===== src/rtl/sha256d_pkg.sv =====
// ---------------------------------------------------------------------------
// sha256d_pkg
// Shared definitions for the SHA-256d nonce scheduler:
//   - sched_state_e : scheduler FSM encoding (also driven out for debug)
//   - HDR_WORDS     : number of 32-bit header words (80-byte block header)
//   - TGT_BASE      : first host address of the target words (MS word first)
//   - NEND_ADDR     : host address of the nonce_end register
//   - bswap256()    : full 256-bit byte reversal (byte 0 becomes the MS byte)
// ---------------------------------------------------------------------------
package sha256d_pkg;

  localparam int HDR_WORDS = 20;
  localparam int TGT_BASE  = 20;
  localparam int TGT_WORDS = 8;
  localparam int NEND_ADDR = 28;

  typedef enum logic [1:0] {
    ST_IDLE   = 2'd0,
    ST_LAUNCH = 2'd1,
    ST_HASH   = 2'd2,
    ST_CHECK  = 2'd3
  } sched_state_e;

  // The hasher emits its digest in little-endian byte order; the comparison
  // against the target needs the big-endian numeric value.
  function automatic logic [255:0] bswap256(input logic [255:0] x);
    logic [255:0] r;
    r = '0;
    for (int i = 0; i < 32; i++) begin
      r[8*i +: 8] = x[8*(31-i) +: 8];
    end
    return r;
  endfunction

endpackage


===== src/rtl/sha256d_target_cmp.sv =====
// ---------------------------------------------------------------------------
// sha256d_target_cmp
// Combinational 256-bit unsigned "value <= target" compare.
// Ports:
//   value  in  256 : byte-reversed double hash (numeric value)
//   target in  256 : difficulty target (numeric value)
//   le     out 1   : value <= target
// ---------------------------------------------------------------------------
module sha256d_target_cmp (
  input  logic [255:0] value,
  input  logic [255:0] target,
  output logic         le
);

  assign le = (value <= target);

endmodule


===== src/rtl/sha256d_nonce_scheduler.sv =====
// ---------------------------------------------------------------------------
// sha256d_nonce_scheduler
// Job controller that drives sha256d_wrapper through a nonce search over one
// 80-byte block header. Holds the header, the 256-bit target and nonce_end,
// serves the hasher's word requests (substituting the live nonce at
// NONCE_WORD), checks each double hash against the target and steps the nonce
// until a hit, range exhaustion or a host stop.
// Ports:
//   clk, rst_n             : clock, asynchronous active-low reset
//   cfg_we/cfg_addr/wdata  : host writes (0-19 header, 20-27 target MS first,
//                            28 nonce_end); accepted only while idle
//   go, stop               : start / abort pulses
//   h_start                : one-cycle start pulse to the hasher
//   h_addr/h_rq            : hasher word request
//   h_data/h_rdy           : registered word response
//   h_hash/h_done          : hasher result and completion pulse
//   busy, found, exhausted : job status (found/exhausted sticky per job)
//   found_nonce            : nonce that produced the hit
//   hash_count             : hashes completed this job (saturating)
//   state_dbg              : current FSM state
//
// Word-request handshake: the hasher raises h_rq with h_addr for one or more
// cycles; every cycle h_rq is sampled high in HASH produces exactly one h_rdy
// pulse on the following cycle with h_data holding the answer. h_data then
// stays unchanged until the next request is answered. No backpressure.
// ---------------------------------------------------------------------------
module sha256d_nonce_scheduler
  import sha256d_pkg::*;
#(
  parameter int NONCE_WORD = 19
) (
  input  logic         clk,
  input  logic         rst_n,
  input  logic         cfg_we,
  input  logic [4:0]   cfg_addr,
  input  logic [31:0]  cfg_wdata,
  input  logic         go,
  input  logic         stop,
  output logic         h_start,
  input  logic [4:0]   h_addr,
  input  logic         h_rq,
  output logic [31:0]  h_data,
  output logic         h_rdy,
  input  logic [255:0] h_hash,
  input  logic         h_done,
  output logic         busy,
  output logic         found,
  output logic         exhausted,
  output logic [31:0]  found_nonce,
  output logic [31:0]  hash_count,
  output logic [1:0]   state_dbg
);

  sched_state_e state;

  logic [31:0]  hdr [0:HDR_WORDS-1];
  logic [31:0]  tgt [0:TGT_WORDS-1];
  logic [31:0]  nonce_end;
  logic [31:0]  nonce;
  logic         stop_pend;
  // Digest captured on h_done so CHECK does not depend on the hasher holding
  // h_hash after its completion pulse.
  logic [255:0] hash_q;

  logic [255:0] target;
  logic [255:0] hash_v;
  logic         hit;
  logic         at_end;

  assign target = {tgt[0], tgt[1], tgt[2], tgt[3], tgt[4], tgt[5], tgt[6], tgt[7]};
  assign hash_v = bswap256(hash_q);
  assign at_end = (nonce == nonce_end);
  assign state_dbg = state;

  sha256d_target_cmp u_cmp (
    .value  (hash_v),
    .target (target),
    .le     (hit)
  );

  always_ff @(posedge clk or negedge rst_n) begin
    if (!rst_n) begin
      state       <= ST_IDLE;
      for (int i = 0; i < HDR_WORDS; i++) hdr[i] <= '0;
      for (int i = 0; i < TGT_WORDS; i++) tgt[i] <= '0;
      nonce_end   <= '0;
      nonce       <= '0;
      stop_pend   <= 1'b0;
      hash_q      <= '0;
      busy        <= 1'b0;
      found       <= 1'b0;
      exhausted   <= 1'b0;
      found_nonce <= '0;
      hash_count  <= '0;
      h_start     <= 1'b0;
      h_rdy       <= 1'b0;
      h_data      <= '0;
    end else begin
      h_start <= 1'b0;
      h_rdy   <= 1'b0;

      // A stop can only abandon the job between hashes; remember it until
      // the next CHECK.
      if (stop && state != ST_IDLE) stop_pend <= 1'b1;

      case (state)
        ST_IDLE: begin
          if (cfg_we) begin
            if (cfg_addr < 5'(HDR_WORDS))
              hdr[cfg_addr] <= cfg_wdata;
            else if (cfg_addr < 5'(NEND_ADDR))
              tgt[3'(cfg_addr - 5'(TGT_BASE))] <= cfg_wdata;
            else if (cfg_addr == 5'(NEND_ADDR))
              nonce_end <= cfg_wdata;
          end
          if (go) begin
            found      <= 1'b0;
            exhausted  <= 1'b0;
            hash_count <= '0;
            // A same-cycle write to the nonce word must be seen by go.
            nonce      <= (cfg_we && cfg_addr == 5'(NONCE_WORD)) ? cfg_wdata
                                                                  : hdr[NONCE_WORD];
            busy       <= 1'b1;
            h_start    <= 1'b1;
            state      <= ST_LAUNCH;
          end
        end

        ST_LAUNCH: begin
          state <= ST_HASH;
        end

        ST_HASH: begin
          if (h_rq) begin
            h_rdy <= 1'b1;
            if (h_addr == 5'(NONCE_WORD))
              h_data <= nonce;
            else if (h_addr < 5'(HDR_WORDS))
              h_data <= hdr[h_addr];
            else
              h_data <= '0;
          end
          if (h_done) begin
            hash_q <= h_hash;
            state  <= ST_CHECK;
          end
        end

        ST_CHECK: begin
          if (hash_count != '1) hash_count <= hash_count + 32'd1;
          if (hit) begin
            found       <= 1'b1;
            found_nonce <= nonce;
            busy        <= 1'b0;
            stop_pend   <= 1'b0;
            state       <= ST_IDLE;
          end else if (at_end || stop_pend || stop) begin
            exhausted <= at_end;
            busy      <= 1'b0;
            stop_pend <= 1'b0;
            state     <= ST_IDLE;
          end else begin
            nonce   <= nonce + 32'd1;
            h_start <= 1'b1;
            state   <= ST_LAUNCH;
          end
        end

        default: state <= ST_IDLE;
      endcase
    end
  end

endmodule


===== config.mk =====
export PLATFORM = sky130hd
export DESIGN_NAME = sha256d_nonce_scheduler
export DESIGN_NICKNAME = d
export VERILOG_FILES = /design/src/rtl/sha256d_pkg.sv /design/src/rtl/sha256d_target_cmp.sv /design/src/rtl/sha256d_nonce_scheduler.sv
export SDC_FILE = /design/constraint.sdc
export NUM_CORES = 2
export LEC_CHECK = 0
export CAP_MARGIN = 20
export CORE_ASPECT_RATIO = 0.7
export CORE_UTILIZATION = 30
export DETAILED_ROUTE_END_ITERATION = 10
export PLACE_DENSITY = 0.5
export SLEW_MARGIN = 20
export SYNTH_ARGS = -nofsm -noshare
export SYNTH_HDL_FRONTEND = slang
export SYNTH_SLANG_ARGS = --single-unit

===== constraint.sdc =====
create_clock -name clk -period 4.7 [get_ports clk]
set_clock_uncertainty 0.15 [all_clocks]
set_input_delay 0.47 -clock clk [delete_from_list [all_inputs] [get_ports clk]]
set_output_delay 0.47 -clock clk [all_outputs]
set_load 0.02 [all_outputs]

==> impl_metrics.py <==
metrics = {
    "pwr": {
        "swShare": 0.317,
        "power_frac_seq": 0.421,
        "internal_power_mw": 28.3,
        "power_density_mw_per_mm2": 556,
        "power_switching_mw": 13.2,
        "combPwrFrac": 0.295,
        "peakVddDrop_mv": 0.348,
        "power.leakage_nw": 34.5,
        "clock_power_share": 0.285,
    },
    "clock_tree": {
        "cts_resized": 0,
        "clkLatencyLatePin_ns": 0.79,
        "path_clk_slew_ns": 0.06,
        "cts.path.max_buffers": 3,
        "htreeDepth": 4,
        "cts_post_setup_buffers_inserted": 0,
        "clock-sinks": 1320,
        "holdBufCountCts": 3,
        "cts_made_buffers": 146,
        "cts_tree": "yes",
        "root_buffer": "clkbuf_16",
    },
    "global_routing": {
        "grtUsageTotal": 0.186,
        "grt_pass1_wl_mm": 288,
        "gr-usage-met2": 0.295,
        "use_met1": 0.267,
        "grt_util_met3": 0.0272,
        "grt_max_degree": 141,
        "antenna_found_initial": 26,
        "grt.overflow.total": 0,
        "grt_pass1_vias": 41100,
        "grt.busiest_layer": "met2",
    },
    "synthesis": {
        "yosys_warnings": 0,
        "synth.area.top_cells": "dfrtp_1 53%, mux2_2 17%, mux4_2 7.0%, ha_1 5.3%, nand2_1 2.9%",
        "netlist.area_leader.share": 0.532,
        "synth_sequential_area_ratio": 0.532,
        "ys_seq_elements": 1320,
        "synth_edf_count": 0,
        "avgSynthCellArea_um2": 12.6,
        "ys.flop_type": "dfrtp_1",
        "synthesis.area_mm2": 0.0621,
        "async_reset_ff_frac": 1.00,
        "synth_cell_types": 77,
        "yosysTopAreaCell": "dfrtp_1",
        "synthCells": 4932,
        "synth_nets": 5498,
    },
    "placement": {
        "place_area_mm2": 0.0697,
        "dp_cells": 7891,
        "hpwl_mm": 130,
        "port_buffers": 407,
        "dp_slack_ns": 0.446,
        "globalplace.congestion": 0.858,
    },
    "layout": {
        "syn2layout_area_growth_pct": 20.1,
        "instances_no_fill": 8154,
        "fin_util": 0.363,
        "layout_commonest_cell": "dfrtp_1",
        "final_cell_mix": "1320 x dfrtp_1, 947 x mux2_2, 469 x nand2_1, 372 x clkdlybuf4s50_1, 333 x o21ai_0",
        "fin_nets": 5859,
        "final_area_mm2": 0.0746,
        "n_fill_cell": 19800,
        "drive_above_1_share": 0.296,
    },
    "floorplan": {
        "rows": 139,
        "io_pins": 408,
        "dieHeight_um": 383,
        "start_util": 0.302,
        "fp.dieW_um": 546,
        "die-area_mm2": 0.209,
        "core_mm2": 0.205,
    },
    "worst_setup_path": {
        "critical_path_class": "flip-flop to flip-flop",
        "required_ns": 5.20,
        "r2r_slack_ns": 0.33,
        "path_depth": 14,
        "regToRegEndpoint": "found_nonce[4]",
        "slowest_stage": "a21oi_1",
        "critPathTopFamily": "compound AO/OA/AOI/OAI gates",
        "crit_end": "found_nonce[4]",
        "path_cells": "ha_1 > a21o_1 > a221o_1 > a221oi_1 > o21ai_0 > a21oi_1 > o2111ai_1 > buf_4 > a211oi_1 > buf_12 > nand2b_2 > nand2_2 > buf_12 > mux2_1",
        "reg2reg_from": "hash_q[129]",
        "cp_max_fo": 32,
        "worst_r2r_path_depth": 14,
        "cp-end-kind": "flip-flop",
        "cp_common_cell": "buf_12",
        "cp_num_buf_inv": 3,
        "cp.arrival_ns": 4.87,
        "critical_path.max_stage_delay_ns": 0.58,
        "startpoint_type": "flip-flop",
        "critPathLaunch": "hash_q[129]",
    },
    "timing": {
        "tightest_slew_ns": 1.16,
        "finalMaxSlewViolations": 0,
        "period_needed_ns": 4.37,
        "fin_crit_sh": 0.930,
        "finalSetupViolations": 0,
        "rsz0062_at_grt": "false",
        "hold_violations": 0,
        "fmax_mhz": 229,
        "slew_headroom": 0.223,
        "tns_ns": 0,
        "setup_ws_ns": 0.329,
    },
    "drt": {
        "via_count": 40000,
        "ant_nets": 0,
        "drt-total-wl_mm": 194,
        "wl_per_cell_um": 23.7,
        "drc": 24,
        "viasPerCell": 4.91,
        "drtIter0Drc": 2881,
        "dr.pass1.iters": 9,
    },
    "run": {
        "maxCapViolations": 0,
    },
    "status": {
        "run_status": "finished with violations",
        "violations": "design-rule violations",
    },
    "hold_path": {
        "hp-class": "input port to flip-flop",
    },
}
## cell usage after synthesis (10+ instances only)
| master | count |
|---|---|
| a211oi_1 | 11 |
| a21o_1 | 26 |
| a21oi_1 | 150 |
| a31oi_1 | 11 |
| and3_1 | 16 |
| and4_1 | 10 |
| buf_1 | 68 |
| clkbuf_1 | 263 |
| dfrtp_1 | 1320 |
| ha_1 | 261 |
| inv_1 | 278 |
| mux2_1 | 16 |
| mux2_2 | 947 |
| mux2i_1 | 35 |
| mux4_2 | 192 |
| nand2_1 | 483 |
| nand3_1 | 62 |
| nand4_1 | 54 |
| nor2_1 | 121 |
| nor2b_1 | 11 |
| nor3_1 | 43 |
| nor4_1 | 22 |
| o211ai_1 | 17 |
| o21ai_0 | 333 |
| o32a_1 | 13 |
| or3_1 | 13 |
| xor2_1 | 47 |
## tightest hold or removal path, stage by stage
cell	delay, ns
buf_2	0.28
nand2_1	0.12
o21ai_0	0.07
## power groups by stage
| stage | registers (mW) | logic, mW | clock network (mW) |
|---|---|---|---|
| 4_1_cts | 17.4 | 12.3 | 12.1 |
| 6_report | 17.4 | 12.2 | 11.8 |
| 5_1_grt | 17.9 | 13.7 | 12.6 |
| 2_1_floorplan | 17.1 | 8.35 | 0 |
| 3_5_place_dp | 17.6 | 12.2 | 0 |
| 3_3_place_gp | 17.5 | 12.0 | 0 |
## worst min path at each step
stage                   from     endpoint  slack (ns)  cells after the start
3_3_place_gp       h_data[7]    h_data[7]        0.32                      2
3_5_place_dp       h_data[4]    h_data[4]        0.32                      2
2_1_floorplan          rst_n         busy        0.02                      0
4_1_cts         cfg_wdata[8]    target[8]        0.03                      3
6_report        cfg_wdata[8]    target[8]        0.08                      3
5_1_grt        cfg_wdata[21]  target[181]        0.05                      3
## routing by layer
layer,vias up,part of all wire
met3,218,0.042
met4,10,0.019
met2,776,0.46
li1,18200,-
met1,20800,0.48
met5,-,0.00038
## per-stage QoR
stage                     hold slack (ns)  power (mW)
after floorplan                    0.0244        25.4
after global placement              0.316        29.5
after detailed placement            0.321        29.9
after CTS                          0.0273        41.9
after global routing               0.0479        44.2
final                              0.0818        41.5
## registers in the layout (all words and copies together) (netlist names)
signal / count
hdr: 640
state_dbg: 2
nonce_end: 32
exhausted: 1
h_data: 32
target: 256
hash_count: 32
hash_q: 256
stop_pend: 1
busy: 1
h_rdy: 1
nonce: 32
h_start: 1
found_nonce: 32
found: 1
## cells by family after synthesis
kind of cell	Yosys count	share of synthesized area
flops	1320	0.532
mux	1190	0.250
simple gates	864	0.0623
compound gates	620	0.0572
xor+xnor	55	0.00776
buf+inv	622	0.0383
fa+ha+maj	261	0.0526
## layout make-up
type                       instances  area, um2  share of cell area
timing repair buffer             556       5360              0.0719
multi-input combinational       2990      26800               0.360
sequential                      1320      33000               0.443
inverter                         279       1050              0.0140
antenna                            4       10.0            0.000134
clock inverter                    39        497             0.00666
tap                             2749       3440              0.0461
clock buffer                     217       4380              0.0587
Note: power is estimated with default switching activity, not from simulation.
